`src/rtl/flag_request_queue.sv`:
```
// Event queue ahead of a flag/busy crossing: counts events and replays each as a one-cycle flag only while the crossing is idle.
// Latency: event to flag_out is 2 cycles from idle; optional saturating drop counter under FLAG_REQUEST_QUEUE_DROP_CNT_EN.
// Backpressure: busy_in stalls issue; up to 2^CNT_W-1 events held, further events dropped and reported via overflow.
module flag_request_queue #(
    parameter int CNT_W        = 4,
    parameter int BUSY_TIMEOUT = 255
) (
    input  logic             clk,
    input  logic             rst,
    input  logic             event_in,
    input  logic             busy_in,
    input  logic             clr_err,
    output logic             flag_out,
    output logic [CNT_W-1:0] pending,
    output logic             idle,
    output logic             overflow,
    output logic             timeout_err
`ifdef FLAG_REQUEST_QUEUE_DROP_CNT_EN
    ,
    output logic [15:0]      drop_cnt
`endif
);

    typedef enum logic [1:0] {IDLE, ISSUE, WAIT_HI, WAIT_LO} state_t;

    localparam logic [15:0] TOUT = 16'(BUSY_TIMEOUT);

    state_t      stateQ, stateD;
    logic [15:0] waitCnt, waitCntD;
    logic        toutHit;
    logic        decPend, dropEv, incPend;

    always_comb begin
        stateD   = stateQ;
        waitCntD = waitCnt;
        toutHit  = 1'b0;
        case (stateQ)
            IDLE: begin
                if (pending != '0 && !busy_in) begin
                    stateD   = ISSUE;
                    waitCntD = '0;
                end
            end
            ISSUE: stateD = WAIT_HI;
            WAIT_HI: begin
                if (busy_in) begin
                    stateD = WAIT_LO;
                end else if (waitCnt + 16'd1 == TOUT) begin
                    toutHit = 1'b1;
                    stateD  = IDLE;
                end else begin
                    waitCntD = waitCnt + 16'd1;
                end
            end
            WAIT_LO: begin
                if (!busy_in) begin
                    stateD = IDLE;
                end else if (waitCnt + 16'd1 == TOUT) begin
                    toutHit = 1'b1;
                    stateD  = IDLE;
                end else begin
                    waitCntD = waitCnt + 16'd1;
                end
            end
            default: stateD = IDLE;
        endcase
    end

    // A full queue still accepts an event when the same cycle drains one.
    assign decPend = (stateQ == ISSUE);
    assign dropEv  = event_in && (pending == '1) && !decPend;
    assign incPend = event_in && !dropEv;
    assign idle    = (stateQ == IDLE) && (pending == '0);

    always_ff @(posedge clk) begin
        if (rst) begin
            stateQ      <= IDLE;
            waitCnt     <= '0;
            pending     <= '0;
            flag_out    <= 1'b0;
            overflow    <= 1'b0;
            timeout_err <= 1'b0;
        end else begin
            stateQ   <= stateD;
            waitCnt  <= waitCntD;
            flag_out <= (stateD == ISSUE);
            if (incPend && !decPend)
                pending <= pending + CNT_W'(1);
            else if (!incPend && decPend)
                pending <= pending - CNT_W'(1);
            if (dropEv)
                overflow <= 1'b1;
            else if (clr_err)
                overflow <= 1'b0;
            if (toutHit)
                timeout_err <= 1'b1;
            else if (clr_err)
                timeout_err <= 1'b0;
        end
    end

`ifdef FLAG_REQUEST_QUEUE_DROP_CNT_EN
    always_ff @(posedge clk) begin
        if (rst)
            drop_cnt <= '0;
        else if (clr_err)
            drop_cnt <= dropEv ? 16'd1 : 16'd0;
        else if (dropEv && drop_cnt != 16'hFFFF)
            drop_cnt <= drop_cnt + 16'd1;
    end
`endif

endmodule

```
`config.mk`:
```
export PLATFORM = sky130hd
export DESIGN_NAME = flag_request_queue
export DESIGN_NICKNAME = d
export VERILOG_FILES = /design/src/rtl/flag_request_queue.sv
export SDC_FILE = /design/constraint.sdc
export NUM_CORES = 1
export LEC_CHECK = 0
export CAP_MARGIN = 20
export CORE_UTILIZATION = 45
export CTS_BUF_LIST = sky130_fd_sc_hd__clkbuf_4
export DETAILED_ROUTE_END_ITERATION = 10
export GPL_ROUTABILITY_DRIVEN = 1
export GPL_TIMING_DRIVEN = 0
export PLACE_DENSITY = 0.64
export SETUP_SLACK_MARGIN = 0.1
export SLEW_MARGIN = 20
export SYNTH_ARGS = -nofsm -noshare
export SYNTH_HDL_FRONTEND = slang
export SYNTH_SLANG_ARGS = --single-unit
```
`constraint.sdc`:
```
create_clock -name clk -period 2.45 [get_ports clk]
set_clock_uncertainty 0.2 [all_clocks]
set_input_delay 0.735 -clock clk [delete_from_list [all_inputs] [get_ports clk]]
set_output_delay 0.735 -clock clk [all_outputs]
set_load 0.03 [all_outputs]
```
---- Yosys cells after proc, flatten, opt, wreduce, memory -nomap -nowiden ----
Cells that the tools add are included.
word-level totals
  flip-flop bits (word level) ............. 25
  bits in latches ......................... 0
  memory bits (writable) .................. 0
  ROM bits ................................ 0
  input bits .............................. 5
  output and inout port bits .............. 8
  word-level logic and storage cells ...... 56
  memories ................................ 0
operators by class
  add/sub/neg operators ................... 3
  multipliers ............................. 0
  div/mod/pow operators ................... 0
  $lt $le $gt $ge ......................... 0
  equal/unequal tests ..................... 9
  shift operators ......................... 0
  multiplexer cells ....................... 19
  bitwise gates (word level) .............. 0
  reduce and logical (&&, ||, !) cells .... 19
operator list
  cell                     count
  $mux W16                 4
  $pmux W16 S3             1
  $add A16 B1 Y16 const B  1
  $eq A16 B8 Y1 const B    1
  $mux W2                  4
  $mux W4                  2
  $pmux W2 S4              1
  $logic_and A1 B1 Y1      7
  $mux W1                  6
  $ne A2 B2 Y1 const B     3
  $reduce_bool A2 Y1       3
  $add A4 B1 Y4 const B    1
  $eq A2 B1 Y1 const B     2
  $eq A2 B2 Y1 const B     2
  $eq A4 B4 Y1 const B     1
  $logic_not A1 Y1         4
  $logic_not A4 Y1         1
  $reduce_and A4 Y1        1
  $reduce_bool A4 Y1       1
  $sub A4 B1 Y4 const B    1
  $reduce_bool A3 Y1       1
  $logic_not A2 Y1         1
  $pmux W1 S2              1

---- Longest topological paths before layout ----
  depth after elaboration ................. 9
  gate-level depth with buffers ........... 13

---- Worst setup path after synthesis ----
No wires, ideal clock.
  kind .................................... reg-to-reg
  start point ............................. reg stateQ[1]
  end point ............................... reg pending[3]
  library setup time ...................... 71 ps
  arrival ................................. 2455 ps
  slack ................................... -276 ps
  cell stages (with the launch flop) ...... 14
  path buffers ............................ 1
  cells stage by stage .................... dfxtp_1 -> clkbuf_1 -> inv_1 -> nand2_1 -> nand4_1 -> and2_1 -> ha_1 -> inv_1 -> ha_1 -> a21o_1 -> a21oi_1 -> xnor2_1 -> or3_1 -> a21oi_1
between the ends
  cells in the longest elaborated chain, start to end .. 8
  elaborated cells on any way between the ends .. 10
  those cells by class .................... eq/ne: 1; mux: 1; reduce/logical: 8
ends and longest elaborated chain
  element                       RTL line  RTL
  from (decl)                   28        state_t stateQ, stateD;
  from (signal assigned)        84        stateQ <= stateD;
  $eq A2 B1 Y1 (*)              70        assign decPend = (stateQ == ISSUE);
  $logic_not A1 Y1              71, 87
  $logic_and A1 B1 Y1           71        assign dropEv = event_in && (pending == '1) && !decPend;
  $logic_not A1 Y1              72        assign incPend = event_in && !dropEv;
  $logic_and A1 B1 Y1           72
  $logic_not A1 Y1              89        else if (!incPend && decPend)
  $logic_and A1 B1 Y1           89
  $reduce_bool A2 Y1 (no line)  --
  to (signal assigned)          88        pending <= pending + CNT_W'(1);
  to (signal assigned)          90        pending <= pending - CNT_W'(1);
  to (decl)                     14        output logic [CNT_W-1:0] pending,
Mark *: on every way between the ends. The rest lies on a longest branch, timed or not.
A chain may end at the register's enable or synchronous reset.

---- Final worst setup path ----
  start point ............................. reg waitCnt[0]
  end point ............................... reg waitCnt[2]
between the ends
  cells in the longest elaborated chain, start to end .. 5
  elaborated cells on any way between the ends .. 6
  those cells by class .................... add/sub: 1; eq/ne: 1; mux: 4
ends and longest elaborated chain
  element                             RTL line  RTL
  from (decl)                         29        logic [15:0] waitCnt, waitCntD;
  from (signal assigned)              85        waitCnt <= waitCntD;
  $add A16 B1 Y16 (*)                 --
  $eq A16 B8 Y1                       48, 58
  $mux W16 (*)                        48, 58
  $mux W16, on equally long branches  56, 46
  $pmux W16 S3 (*)                    37        case (stateQ)
Mark *: on every way between the ends. The rest lies on a longest branch, timed or not. The select of a mux whose other input is x is not followed.

==> key figures <==
Detailed routing
  • Drc violations: 0
  • Iteration-0 DRC Markers: 201
  • Routed len/inst: approximately 17 µm
  • Drt pass-1 iters: 4
  • DR vias: 1868
  • Post-Route WL: 5242 µm
  • Vias/cell: between 6 and 7
  • Post-DRT Antenna Nets: 0

Power
  • Worst vdd ir: 740.0 µV
  • Sw Pwr: 0.8556 mW
  • Total power: 1.908 mW
  • Power Density: 783.9 mW/mm²
  • Leakage: 0.9661 nW
  • Switching Share: 44.85%
  • Clock network power share: 10.9%
  • Int Pwr: 1.052 mW
  • Flop pwr share: 29.0%
  • Comb pwr share: 60.1%

Clock network
  • Worst-path clk slew: ~0.16 ns
  • CTS sink count: 25
  • Clock latency on the worst-skew pair: 0.33 ns
  • Htree depth: 1
  • Hold_buf cts: 0
  • Max Buffers Root-to-Sink: 2
  • TritonCTS clock tree: done
  • CTS root buf: clkbuf_4
  • TritonCTS buffer count: 3

Timing
  • Final setup viols: 17
  • RSZ-0062 raised after global routing: yes
  • Slew headroom: 60.40%
  • Max Slew Vio Count: 0
  • WHS: roughly 0.29 ns
  • Worst Tran Pin Value: slightly below 0.6 ns
  • Setup TNS: -1.898 ns
  • Max Clock Freq: 380.9 MHz
  • Final Cycle Share: 107.2%
  • Final WS setup: -0.1754 ns
  • Final Hold Vio Count: 0
  • Minimum clock period: about 2.6 ns

Setup path
  • Critical path arrival: 2.62 ns
  • Worst endpoint required time: 2.45 ns
  • Depth of the worst register-to-register path: 9
  • CP Class: reg2reg
  • CP Max Fanout: 8
  • Worst reg2reg endpoint: waitCnt[2]$_SDFFE_PP0P_
  • FF-to-FF setup slack: -0.18 ns
  • CP Capture Type: register
  • Crit path launch type: register
  • Worst r2r src: waitCnt[0]$_SDFFE_PP0P_

Die
  • Die area: 0.003974 mm²
  • Row count: 21
  • Initial core utilization: 48.71%
  • DIE WIDTH: between 60 and 70 µm
  • IO Pins: 13
  • Die Y: 63.04 µm
  • Core area: 0.003442 mm²

Layout
  • ANT cells: 0
  • Post-route non-filler standard cell count: 307
  • Layout area overhead: 45.15%
  • Fillcell total: 274
  • Share of layout cells above drive strength 1: 43.30%
  • Final #Nets: between 200 and 300

Job
  • Max Cap Viol: 0

Synthesis
  • Share of the yosys chip area belonging to registers: 29.85%
  • Post-synthesis cell area: 0.001677 mm²
  • Main synth FF type: dfxtp_1
  • Synth cell types: 48
  • Yosys reg bits: 25
  • Synth area leaders: dfxtp_1, nand2_1, ha_1
  • Synth top area share: 29.85%
  • Asr flop ratio synth: 0%
  • Number of synthesized flops with an enable pin: 0
  • Cell taking the most area after synthesis: dfxtp_1
  • Gate Count Post-Synth: between 200 and 250
  • Syn Nets: 216
  • Yosys warns: 0
  • Syn avg cell area: ~8.2 µm²

Hold path
  • Hold Path Depth: 2
  • Min-Delay Path Class: reg2reg
  • Hold path start: overflow$_SDFFE_PP0P_
  • Hold endpoint: overflow$_SDFFE_PP0P_

Global routing
  • Vias in the first global route: 1821
  • Global Route Usage Sum: 27.47%
  • Largest net degree at the start of global routing: 14
  • Initial antenna violation count: 0
  • GR Overflow Total: 0
  • Global-route wire length before repair: 8562 µm

Placed design
  • Hpwl dp: 3115 µm
  • Routability cong.: 0.8743
  • Placed Cells: between 200 and 300
  • Pre-CTS WS: -0.7118 ns
  • PortBufs: 12

Run status
  • Status: finished, violations left
  • Failing checks: negative setup slack
[logic make-up after synthesis]
| kind of cell | after synthesis | synth area share, % |
|---|---|---|
| and+or+nand+nor | 89 | 30.00 |
| buffers and inverters | 20 | 5.075 |
| DFF | 25 | 29.85 |
| xor gates and xnor gates | 7 | 3.657 |
| muxes | 4 | 2.388 |
| AOI/OAI and AO/OA | 54 | 24.10 |
| adders and majority gates | 6 | 4.925 |
[worst max-delay path, cell delays in order (launching register included)]
cell	delay [ns]
dfxtp_4	0.42
ha_4	0.15
nand3_2	0.09
or4_4	0.45
mux2i_2	0.20
or4_4	0.43
buf_6	0.16
o211ai_4	0.20
buf_6	0.14
o32ai_2	0.06
[synthesized netlist by cell type (5+ instances only)]
cell type,n
o21ai_0,5
nor2_1,15
inv_1,8
a221oi_1,5
a21oi_1,11
nand2_1,21
ha_1,5
nand3_1,11
dfxtp_1,25
or3_1,5
nor3_1,5
clkbuf_1,7
[routing by layer]
layer	wire length, µm	GRT usage (%)	up-vias
li1	-	-	876
met5	0	0	-
met3	300	5.292	11
met2	2622	45.43	79
met4	94	10.76	0
met1	2225	34.75	902
[worst max-delay path by stage]
stage | from | end | cells after the start
after detailed placement | event_in | pending[3]$_SDFFE_PP0P_ | 11
after CTS | waitCnt[0]$_SDFFE_PP0P_ | waitCnt[9]$_SDFFE_PP0P_ | 9
after global placement | event_in | pending[3]$_SDFFE_PP0P_ | 11
after global routing | waitCnt[0]$_SDFFE_PP0P_ | waitCnt[9]$_SDFFE_PP0P_ | 9
final | waitCnt[0]$_SDFFE_PP0P_ | waitCnt[2]$_SDFFE_PP0P_ | 9
after floorplan | event_in | pending[3]$_SDFFE_PP0P_ | 10
[area by class of cell]
cell class | instances | area (µm²) | area share (%)
multi-input combinational | 160 | 1250 | 51.36
timing repair buffer | 53 | 429.2 | 17.64
inverter | 8 | 33.78 | 1.388
clock buffer | 4 | 30.03 | 1.234
tap | 46 | 57.56 | 2.365
sequential | 25 | 549.3 | 22.57
buffer | 11 | 83.83 | 3.445
[stage by stage]
step / util, % / instance area (µm²)
final: 70.70 / 2434
after global routing: 70.70 / 2434
after CTS: 67.47 / 2322
after detailed placement: 55.98 / 1927
after global placement: 55.98 / 1927
after floorplan: - / 1749
[power by group through the flow]
stage               logic [mW]  clock network [mW]  registers (mW)
global route              1.24               0.226           0.562
CTS                       1.04               0.210           0.549
detailed placement       0.914                   0           0.553
global placement         0.899                   0           0.549
floorplan                0.591                   0           0.608
finish                    1.15               0.207           0.553
[registers in the layout, summed over array words and instances, names as in the netlist]
name         flops
overflow         1
waitCnt         16
pending          4
flag_out         1
stateQ           2
timeout_err      1
[placed cells by master (no fill, tap or decap), types with 5 or more instances in the layout]
cell and instances:
buf_6 5, or3_1 5, a21oi_1 8, buf_4 41
dfxtp_4 10, nand3_1 10, nor2_1 14, nand2_1 20
dfxtp_2 9, clkdlybuf4s50_1 5, dfxtp_1 6, inv_1 6
a221oi_1 5, dlygate4sd2_1 5
[timing repair]
item,in CTS,in global routing
cloned,0,0
setup buffers,34,10
gates resized for setup,40,34
setup endpoints to repair,25,25
pin swaps,13,12
Power figures use the tool's default switching activity.
